[config.mk]
export PLATFORM = sky130hd
export DESIGN_NAME = imem_arbiter
export DESIGN_NICKNAME = d
export VERILOG_FILES = /design/src/rtl/imem_arbiter.sv
export SDC_FILE = /design/constraint.sdc
export NUM_CORES = 1
export LEC_CHECK = 0
export BUFFER_PORTS_ARGS = -buffer_cell sky130_fd_sc_hd__clkbuf_2
export CAP_MARGIN = 10
export CORE_ASPECT_RATIO = 1.5
export CORE_MARGIN = 2
export CORE_UTILIZATION = 33
export CTS_CLUSTER_DIAMETER = 80
export DETAILED_ROUTE_END_ITERATION = 10
export PLACE_DENSITY = 0.75
export SETUP_SLACK_MARGIN = 0.5
export SYNTH_ARGS = -nofsm -noshare
export SYNTH_HDL_FRONTEND = slang
export SYNTH_SLANG_ARGS = --single-unit
[constraint.sdc]
create_clock -name CLK -period 3.8 [get_ports CLK]
set_clock_uncertainty 0.15 [all_clocks]
set_input_delay 0.57 -clock CLK [delete_from_list [all_inputs] [get_ports CLK]]
set_output_delay 0.57 -clock CLK [all_outputs]
set_load 0.01 [all_outputs]
[src/rtl/imem_arbiter.sv]
// Round-robin arbiter that multiplexes NCPU icache fill requests onto one RAM read port.
// The grant is held until the fill completes. It is dropped early if the requester withdraws
// its request or changes its address.
module imem_arbiter #(
  parameter int unsigned NCPU = 2
) (
  input  logic                 CLK,
  input  logic                 RST,
  input  logic [NCPU-1:0]      iREN,
  input  logic [NCPU-1:0][31:0] iaddr,
  output logic [NCPU-1:0]      iwait,
  output logic [NCPU-1:0][31:0] iload,
  output logic                 ram_ren,
  output logic [31:0]          ram_addr,
  input  logic [31:0]          ram_load,
  input  logic                 ram_ready
);

  localparam int unsigned GW = (NCPU > 1) ? $clog2(NCPU) : 1;

  localparam logic [0:0] IDLE   = 1'b0;
  localparam logic [0:0] ACCESS = 1'b1;

  logic [0:0]    r_state, w_state_nxt;
  logic [GW-1:0] r_grant, w_grant_nxt;
  logic [GW-1:0] r_last,  w_last_nxt;
  logic [31:0]   r_addr,  w_addr_nxt;

  logic          w_any;
  logic [GW-1:0] w_pick;
  logic          w_hold;

  // Round-robin pick: first requester at distance 1..NCPU from the last served CPU
  always_comb begin
    int unsigned v_idx;
    w_any  = 1'b0;
    w_pick = '0;
    v_idx  = 0;
    for (int unsigned k = 1; k <= NCPU; k++) begin
      v_idx = (32'(r_last) + k) % NCPU;
      if (!w_any && iREN[GW'(v_idx)]) begin
        w_any  = 1'b1;
        w_pick = GW'(v_idx);
      end
    end
  end

  // The granted requester still wants the same word that is in flight
  assign w_hold = iREN[r_grant] && (iaddr[r_grant] == r_addr);

  // Next-state and per-CPU return path; completion data is forwarded in the ready cycle
  always_comb begin
    w_state_nxt = r_state;
    w_grant_nxt = r_grant;
    w_last_nxt  = r_last;
    w_addr_nxt  = r_addr;
    iwait       = '1;
    iload       = '0;
    case (r_state)
      IDLE: begin
        if (w_any) begin
          w_grant_nxt = w_pick;
          w_addr_nxt  = iaddr[w_pick];
          w_state_nxt = ACCESS;
        end
      end
      ACCESS: begin
        if (!w_hold) begin
          w_last_nxt  = r_grant;
          w_state_nxt = IDLE;
        end else if (ram_ready) begin
          iwait[r_grant] = 1'b0;
          iload[r_grant] = ram_load;
          w_last_nxt     = r_grant;
          w_state_nxt    = IDLE;
        end
      end
      default: w_state_nxt = IDLE;
    endcase
  end

  // State register; reset leaves CPU0 as the first winner
  always_ff @(posedge CLK or posedge RST) begin
    if (RST) begin
      r_state <= IDLE;
      r_grant <= '0;
      r_last  <= GW'(NCPU - 1);
      r_addr  <= '0;
    end else begin
      r_state <= w_state_nxt;
      r_grant <= w_grant_nxt;
      r_last  <= w_last_nxt;
      r_addr  <= w_addr_nxt;
    end
  end

  assign ram_ren  = (r_state == ACCESS);
  assign ram_addr = r_addr;

endmodule

==> metrics.csv, run 1 <==
metric;value;unit
outcome;completed;
Core Area;8413;µm²
Final Hold Vio Count;0;
PortBufs;199;
Sink Count;35;
register area share after synthesis;30.80;%
switching pwr;0.0006633;W
Main synth FF type;dfrtp_1;
Fin Setup TNS;0;ns
startpoint type of the worst setup path;flip-flop;
GRT Residual Overflow;0;
worst path required time;3.08;ns
synth unique cells;31;
Total GRT Usage;22.69;%
peak ir drop on the vdd network;0.0002699;V
die width;79.85;µm
Post-synth ARST share;100.0;%
Cell Area, Synth;2848;µm²
FMAX;271.1;MHz
crit path DAT;2.97;ns
critical path's top delay family;buffers and inverters;
CP dominant cell by count;nand4_1;
Post-DRT Antenna Nets;0;
Slew HR;36.75;%
P_int;0.001057;W
cell breakdown of the critical path;buf_12 > buf_8 > mux2i_1 > xor2_1 > nand4_1 > nor4_4 > nand4_1 > buf_6 > bufbuf_16 > nor3_2 > clkbuf_2;
CTS clock-pin slew for the worst setup and hold paths;0.06;ns
P&R area growth vs syn;61.86;%
clk buf depth;2;
first-pass GRT wire length;16.70;mm
die area;9404;µm²
initial detailed-routing violation count;119;
PwrDens;373.1;nW/µm²
RSZ-0062 raised after global routing;true;
reg2reg setup slack;1.09;ns
fin area;4609;µm²
WL/cell;17.12;µm
DR WL met2;5.923;mm
Avg Cell Area, Syn;8.022;µm²
Worst Setup Path Type;flip-flop to primary output;
slowest CP cell;dfrtp_4;
top layer in use;met5;
DP HPWL;8.037;mm
Sw Share;38.57;%
most common cell after layout, fill and taps aside;clkbuf_2;
commonest non-fill, non-tap cells in the layout;181 x clkbuf_2, 67 x nand2_1, 62 x mux2i_1, 35 x o21ai_0, 35 x nor3_1;
Seq pwr share;32.2;%
clock share of power;24.5;%
hold_ws;0.2230;ns
pin count of the biggest net entering global routing;67;
Syn Inst Count;355;
row cnt;41;
Met1 Wirelength;3.681;mm
CTS buffer count;5;
initial core utilization;33.85;%
routed wire length;11.30;mm
# DRC;0;
Final setup viols;0;
fillers;753;
crit end category;primary output;
crit-path max FO;17;
GP Congestion;0.8381;
Ys Warns;0;
flops & latches, synth;35;
Syn Nets;456;
Post-synth EDFFs;0;
Die H;117.8;µm
Nets;652;
worst-skew pair later-pin latency;0.29;ns
Slew Limit Fails;0;
initial antenna violation count;4;
worst-margin pin slew;0.9488;ns
worst path buffer plus inverter count;5;
IO Pins;200;
Worst path max stage delay;0.54;ns
routed vias/inst;5.306;
met3 WL;1.159;mm
clock period minus worst slack;3.689;ns
proportion of layout cells with a drive suffix above 1;48.55;%
vias in the first global route;3480;
final worst path period share;97.09;%
H-tree levels;2;
worst min-delay path class;input pin to asynchronous set/reset pin;
DRT Pass-1 Iters;4;
Max Cap Violations;0;
root buf cell;clkbuf_16;
DP Area;3954;µm²
CTS tree;built;
vias post-DR;3502;
Comb power frac;43.3;%
LEAKAGE;2.338;nW
what timing repair did:
| action | 4_1_cts | 5_1_grt |
|---|---|---|
| gates cloned | 5 | 0 |
| buffers inserted | 7 | 0 |
| hold buffers | 0 | 0 |
| gates resized for setup | 34 | 38 |
| pin swaps | 11 | 6 |
| endpoints found under the setup margin | 66 | 66 |
per-layer routing:
| metal | track usage (%) | up-vias |
|---|---|---|
| met3 | 7.515 | 43 |
| met2 | 42.91 | 201 |
| met4 | 11.12 | 4 |
| li1 | - | 1638 |
| met5 | 0 | - |
| met1 | 20.77 | 1616 |
path summary, 6_finish.rpt:
| kind | startpoint | to | depth (start not counted) |
|---|---|---|---|
| max in group asynchronous | RST | r_grant | 3 |
| worst max register to register | r_grant | ram_ren | 10 |
| min in group CLK | ram_addr[22] | ram_addr[22] | 2 |
| worst min register to register | ram_addr[22] | ram_addr[22] | 2 |
| worst min-delay path | RST | ram_addr[8] | 3 |
| worst max-delay path | r_grant | iload[38] | 11 |
Yosys cell counts (2+ instances only):
cell      count  share of area (%)
mux2i_1      64                 22
or3_1         2               0.44
clkbuf_1     22                2.9
buf_1         3               0.40
buf_2         6                1.1
xnor2_1      14                4.3
inv_1         3               0.40
nor2_1        3               0.40
o21ai_0      36                6.3
nor3_1       64                 11
xor2_1       15                4.6
nor4_1        2               0.44
dfrtp_1      34                 30
nand2_1      67                8.8
nand4_1       4               0.88
power groups by stage:
stage               combinational (W)  clock, W  sequential, W
global route                 0.000813  0.000441       0.000566
finish                       0.000745  0.000421       0.000554
detailed placement           0.000671         0       0.000567
CTS                          0.000727  0.000433       0.000554
global placement             0.000653         0       0.000563
floorplan                    0.000408         0       0.000564
flip-flops by register name (all words and copies together) (netlist names):
signal and cells:
ram_addr 32, r_grant 1, r_last 1, ram_ren 1
through the flow:
stage,worst slack [ns],utilization (%),cells,total power [W]
after floorplan,0.8109,-,355,0.0009720
after global placement,0.1228,47.00,639,0.001216
after detailed placement,0.1324,47.00,639,0.001238
after CTS,0.1566,53.47,659,0.001713
after global routing,-0.05555,54.76,659,0.001820
final,0.1107,54.79,660,0.001720
cell families after synthesis:
logic type | share of synthesized area [%]
AOI/OAI and AO/OA | 8.217
muxes | 22.89
DFF | 30.80
and+or+nand+nor | 23.77
buffers and inverters | 5.404
xor gates and xnor gates | 8.919
final cells by class:
class                           count  area, µm²  share of cell area (%)
Multi-Input combinational cell    284       2061                   44.71
Timing Repair Buffer              222       1373                   29.78
Sequential cell                    35      880.8                   19.11
Clock buffer                        7      142.6                   3.094
Tap cell                          107      133.9                   2.904
Inverter                            3      11.26                  0.2443
Clock inverter                      1      5.005                  0.1086
Antenna cell                        1      2.502                 0.05429
worst register-to-register path, stage by stage (launching register included):
cell	delay (ns)
dfrtp_4	0.54
buf_12	0.16
buf_8	0.13
mux2i_1	0.19
xor2_1	0.18
nand4_1	0.16
nor4_4	0.32
nand4_1	0.13
buf_6	0.16
bufbuf_16	0.29
o31ai_1	0.20
Note: power is estimated with default switching activity, not from simulation.
==> run 2: changes to the inputs <==
- CTS_BUF_LIST: default -> sky130_fd_sc_hd__clkbuf_8
- clock period: 3.8 -> 4.45 ns (I/O delays scaled with it)
==> run 2 against run 1 <==
Effect of this change:
- critical path depth down 2
- sequential power decreased by 14%
- core utilization fell by 6.3 points
- die area unchanged
- combinational power shrank 23%
- count of clock-buffer cells in the layout fell by 1
- clock power down 28%
- largest cell class unchanged
==> metrics.csv, run 2 (same netlist as run 1, synthesis figures left out) <==
metric;value;unit;change
IO Pins;200;;unchanged
worst path required time;3.63;ns;+0.55 ns
DP HPWL;7.954;mm;-1.0%
Final Total Pwr;0.001357;W;-21%
root buf cell;clkbuf_8;;
P_int;0.0008314;W;-21%
PwrDens;332.8;nW/µm²;-11%
Total GRT Usage;20.75;%;-1.9 points
startpoint type of the worst setup path;flip-flop;;
routed wire length;9.967;mm;-12%
GRT Residual Overflow;0;;unchanged
Final setup viols;0;;unchanged
die area;9404;µm²;unchanged
die width;79.85;µm;unchanged
CTS tree;built;;
Die H;117.8;µm;unchanged
Nets;638;;-2.1%
vias in the first global route;3160;;-9.2%
Slew HR;22.95;%;-14 points
worst path buffer plus inverter count;3;;-2
H-tree levels;2;;unchanged
initial core utilization;33.85;%;unchanged
vias post-DR;3258;;-7.0%
CTS buffer count;5;;unchanged
GP Congestion;0.7614;;-9.2%
peak ir drop on the vdd network;0.0002051;V;-24%
critical path's top delay family;simple AND/OR/NAND/NOR gates;;
Sw Share;38.74;%;+0.17 points
Worst Setup Path Type;flip-flop to primary output;;
# DRC;0;;unchanged
slowest CP cell;dfrtp_4;;
Slew Limit Fails;0;;unchanged
final worst path period share;83.84;%;
FMAX;268.0;MHz;
PortBufs;199;;unchanged
commonest non-fill, non-tap cells in the layout;199 x clkbuf_2, 67 x nand2_1, 64 x mux2i_1, 63 x nor3_1, 35 x o21ai_0;;
WL/cell;15.43;µm;-9.9%
most common cell after layout, fill and taps aside;clkbuf_2;;
routed vias/inst;5.043;;-5.0%
worst-margin pin slew;1.156;ns;+0.2070 ns
worst-skew pair later-pin latency;0.29;ns;about the same
clock share of power;22.4;%;-2.1 points
pin count of the biggest net entering global routing;68;;+1.5%
DRT Pass-1 Iters;4;;unchanged
cell breakdown of the critical path;buf_12 > mux2i_1 > xor2_1 > nand4_1 > nor4_4 > nand4_1 > buf_6 > nor3_1 > clkbuf_2;;
clock period minus worst slack;3.731;ns;
CP dominant cell by count;nand4_1;;
initial detailed-routing violation count;129;;+8.4%
crit end category;primary output;;
Largest register FFs;32;;unchanged
LEAKAGE;2.082;nW;-11%
outcome;completed;;
Max Cap Violations;0;;unchanged
crit-path max FO;67;;+50
P&R area growth vs syn;43.23;%;
proportion of layout cells with a drive suffix above 1;41.45;%;-7.1 points
initial antenna violation count;3;;-1
row cnt;41;;unchanged
Core Area;8413;µm²;unchanged
Seq pwr share;35.2;%;+3.0 points
CTS clock-pin slew for the worst setup and hold paths;0.08;ns;+0.02 ns
switching pwr;0.0005258;W;-21%
Worst path max stage delay;0.51;ns;-0.03 ns
worst min-delay path class;input pin to asynchronous set/reset pin;;
hold buffers post-CTS;0;;unchanged
crit path DAT;2.91;ns;-0.06 ns
Sink Count;35;;unchanged
clk buf depth;2;;unchanged
RSZ-0062 raised after global routing;false;;
Fin Setup TNS;0;ns;unchanged
first-pass GRT wire length;15.46;mm;-7.4%
Final Hold Vio Count;0;;unchanged
Comb power frac;42.4;%;-0.9 points
Post-DRT Antenna Nets;0;;unchanged
## run 2: cell count changes in the layout (fill, tap and decap cells not counted), moves of 3 or more
cell	change
clkbuf_2	+18
clkbuf_16	-5
clkbuf_8	+5
nor3_2	-23
nor3_1	+28
buf_2	-18
nor3_4	-5
bufbuf_16	-3
buf_8	-3
buf_12	-4
## run 2: what timing repair did
action	CTS	global route
buffers inserted	3	0
hold endpoints to repair	0	0
resized for setup	2	2
endpoints found under the setup margin	66	6
## run 2: final cells by class
| type | count | area, µm² |
|---|---|---|
| diodes | 1 | 2.502 |
| clock buffers | 6 | 82.58 |
| clock inverters | 2 | 35.03 |
| fillers | 816 | 4334 |
| inverters | 3 | 11.26 |
| multi-input cells | 284 | 1853 |
| flip-flops and latches | 35 | 880.8 |
| well taps | 107 | 133.9 |
| repair buffers | 208 | 1080 |
## run 2: per-layer routing
| layer | GRT usage [%] | routed length [µm] |
|---|---|---|
| met1 | 21.09 | 3543 |
| met2 | 40.44 | 5401 |
| met4 | 4.131 | 119 |
| met5 | 0 | 24 |
| met3 | 6.212 | 878 |
## run 2: final timing paths
| path | start | to | slack, ns | depth (start not counted) |
|---|---|---|---|---|
| worst min register to register | ram_addr[15] | ram_addr[15] | 0.38 | 2 |
| worst min-delay path | RST | ram_addr[25] | 0.32 | 3 |
| max in group asynchronous | RST | r_grant | 3.46 | 3 |
| worst max register to register | r_grant | ram_ren | 1.88 | 8 |
| worst max-delay path | r_grant | iload[19] | 0.72 | 9 |
| min in group CLK | ram_addr[15] | ram_addr[15] | 0.38 | 2 |
## run 2: worst min-delay path: stages
cell	delay, ns
clkbuf_2	0.08
inv_1	0.04
buf_4	0.41
## run 2: power groups by stage
stage / Combinational, W / Clock (W) / Sequential [W]
floorplan: 0.000348 / 0 / 0.000482
global placement: 0.000543 / 0 / 0.000488
detailed placement: 0.000559 / 0 / 0.000494
CTS: 0.000585 / 0.000315 / 0.000479
global route: 0.000635 / 0.000327 / 0.000489
finish: 0.000576 / 0.000304 / 0.000477
## run 2: metrics by stage
step / hold slack, ns / instance area, µm² / std cells / utilization [%] / setup slack (ns)
2_1_floorplan: 0.3973 / 2848 / 355 / - / 1.363
3_3_place_gp: 0.3574 / 3916 / 634 / 46.55 / 0.6094
3_5_place_dp: 0.3687 / 3916 / 634 / 46.55 / 0.5930
4_1_cts: 0.3293 / 4068 / 645 / 48.35 / 0.5546
5_1_grt: 0.3718 / 4076 / 645 / 48.45 / 0.5214
6_report: 0.3198 / 4079 / 646 / 48.48 / 0.7192
==> run 3: changes to the inputs <==
- clock period: 4.45 -> 3.7 ns (I/O delays scaled with it)
==> run 3 against run 2 <==
Effect of this change:
- cell count grew 3.4%
- via count grew 6.8%
- register-to-register slack lost 0.96 ns
- clock power is essentially flat
- critical path depth grew 3
- sequential share of layout area shrank 2.5 points
- core utilization grew 6.3 points
- count of clock-buffer cells in the layout grew 1
- first-iteration DRC count grew 71%
- largest power group unchanged
==> metrics.csv, run 3 (same netlist as run 1, synthesis figures left out) <==
metric;value;unit;change
P&R area growth vs syn;61.78;%;
worst min-delay path class;input pin to asynchronous set/reset pin;;
R2R depth;12;;+4
routed wire length;11.51;mm;+16%
worst-margin pin slew;1.440;ns;+0.2840 ns
Nets;660;;+3.4%
GP Congestion;0.8324;;+9.3%
vias post-DR;3480;;+6.8%
first-pass GRT wire length;15.90;mm;+2.9%
Slew HR;3.786;%;-19 points
Sink Count;35;;unchanged
worst path required time;2.99;ns;-0.64 ns
peak ir drop on the vdd network;0.0003045;V;+48%
crit path DAT;2.87;ns;-0.04 ns
startpoint type of the worst setup path;flip-flop;;
Post-DRT Antenna Nets;0;;unchanged
PwrDens;360.8;nW/µm²;+8.4%
DP Area;3971;µm²;+1.4%
Core Area;8413;µm²;unchanged
LEAKAGE;2.397;nW;+15%
Slew Limit Fails;0;;unchanged
H-tree levels;2;;unchanged
outcome;completed;;
DRT Pass-1 Iters;4;;unchanged
multi-input logic area;2049;µm²;+11%
Die H;117.8;µm;unchanged
row cnt;41;;unchanged
proportion of layout cells with a drive suffix above 1;48.57;%;+7.1 points
Worst Setup Path Type;flip-flop to primary output;;
die area;9404;µm²;unchanged
vias in the first global route;3230;;+2.2%
WL/cell;17.24;µm;+12%
RSZ-0062 raised after global routing;true;;
PortBufs;199;;unchanged
GRT Residual Overflow;0;;unchanged
routed vias/inst;5.210;;+3.3%
crit-path max FO;8;;-88%
commonest non-fill, non-tap cells in the layout;134 x clkbuf_2, 67 x nand2_1, 65 x buf_2, 62 x mux2i_1, 39 x nor3_1;;
clock period minus worst slack;3.573;ns;
fillers;752;;-7.8%
FMAX;279.9;MHz;
CTS tree;built;;
worst-skew pair later-pin latency;0.29;ns;about the same
final worst path period share;96.57;%;
Final setup viols;0;;unchanged
initial antenna violation count;4;;+1
IO Pins;200;;unchanged
die width;79.85;µm;unchanged
initial core utilization;33.85;%;unchanged
clk buf depth;2;;unchanged
Final Hold Vio Count;0;;unchanged
Max Cap Violations;0;;unchanged
Total GRT Usage;21.45;%;+0.70 points
DP HPWL;8.292;mm;+4.2%
fin area;4607;µm²;+13%
CTS clock-pin slew for the worst setup and hold paths;0.08;ns;about the same
register area;880.8;µm²;unchanged
Largest register FFs;32;;unchanged
crit end category;primary output;;
root buf cell;clkbuf_8;;
# DRC;0;;unchanged
CTS buffer count;5;;unchanged
initial detailed-routing violation count;220;;+71%
final core utilization;54.76;%;+6.3 points
pin count of the biggest net entering global routing;37;;-46%
most common cell after layout, fill and taps aside;clkbuf_2;;
run 3: cell count changes in the layout (fill, tap and decap cells not counted), moves of 6 or more:
| cell | change |
|---|---|
| nor3_1 | -24 |
| buf_4 | +9 |
| nor3_2 | +18 |
| nor3_4 | +6 |
| buf_2 | +65 |
| clkbuf_2 | -65 |
run 3: layout make-up:
type | count | share of cell area (%)
tap | 107 | 2.906
multi-input combinational | 284 | 44.49
clock inverter | 1 | 0.08148
inverter | 3 | 0.2444
antenna | 1 | 0.05432
sequential | 35 | 19.12
timing repair buffer | 230 | 31.02
clock buffer | 7 | 2.091
run 3: critical path, stage by stage (launching register included):
cell and delay, ns:
dfrtp_4 0.52, buf_12 0.15, buf_12 0.12, mux2i_4 0.18, xnor2_2 0.15, nor4_2 0.26, and4_1 0.24, nand4_1 0.12
buf_6 0.17, buf_12 0.14, clkbuf_16 0.17, nor3_1 0.20, buf_2 0.18
run 3: worst paths after layout:
kind                                    from      endpoint  slack [ns]
worst max-delay path                 r_grant      iload[0]        0.13
min in group CLK                   ram_ready       ram_ren        0.36
max in group asynchronous                RST       r_grant        2.81
worst max register to register       r_grant       ram_ren        0.92
worst min-delay path                     RST  ram_addr[11]        0.20
worst min register to register  ram_addr[13]  ram_addr[13]        0.38
run 3: where the power goes:
group,internal (W),switching (W)
Sequential,0.000470,0.000102
Clock,0.000167,0.000140
Combinational,0.000358,0.000424
run 3: per-layer routing:
layer	track usage (%)	vias up	wire length (µm)	share of wire (%)
li1	-	1648	-	-
met1	21.11	1626	3940	34
met2	42.38	179	6313	55
met3	6.518	23	1005	8.7
met4	4.449	4	224	1.9
met5	0	-	30	0.26
run 3: what timing repair did:
item	CTS	global route
pin swaps	2	30
setup buffers	9	5
endpoints found under the setup margin	66	66
hold buffers	0	0
endpoints found under the hold margin	0	0
gates cloned	2	5
resized for setup	9	100
run 3: metrics by stage:
step	hold slack, ns	std cells	total power, W	setup slack (ns)	setup TNS (ns)
2_1_floorplan	0.3973	355	0.0009983	0.7259	0
3_3_place_gp	0.3569	638	0.001262	0.3238	0
3_5_place_dp	0.3664	638	0.001284	0.2020	0
4_1_cts	0.2199	657	0.001646	0.1707	0
5_1_grt	0.2549	667	0.001767	-0.05582	-0.2107
6_report	0.2045	668	0.001662	0.1269	0
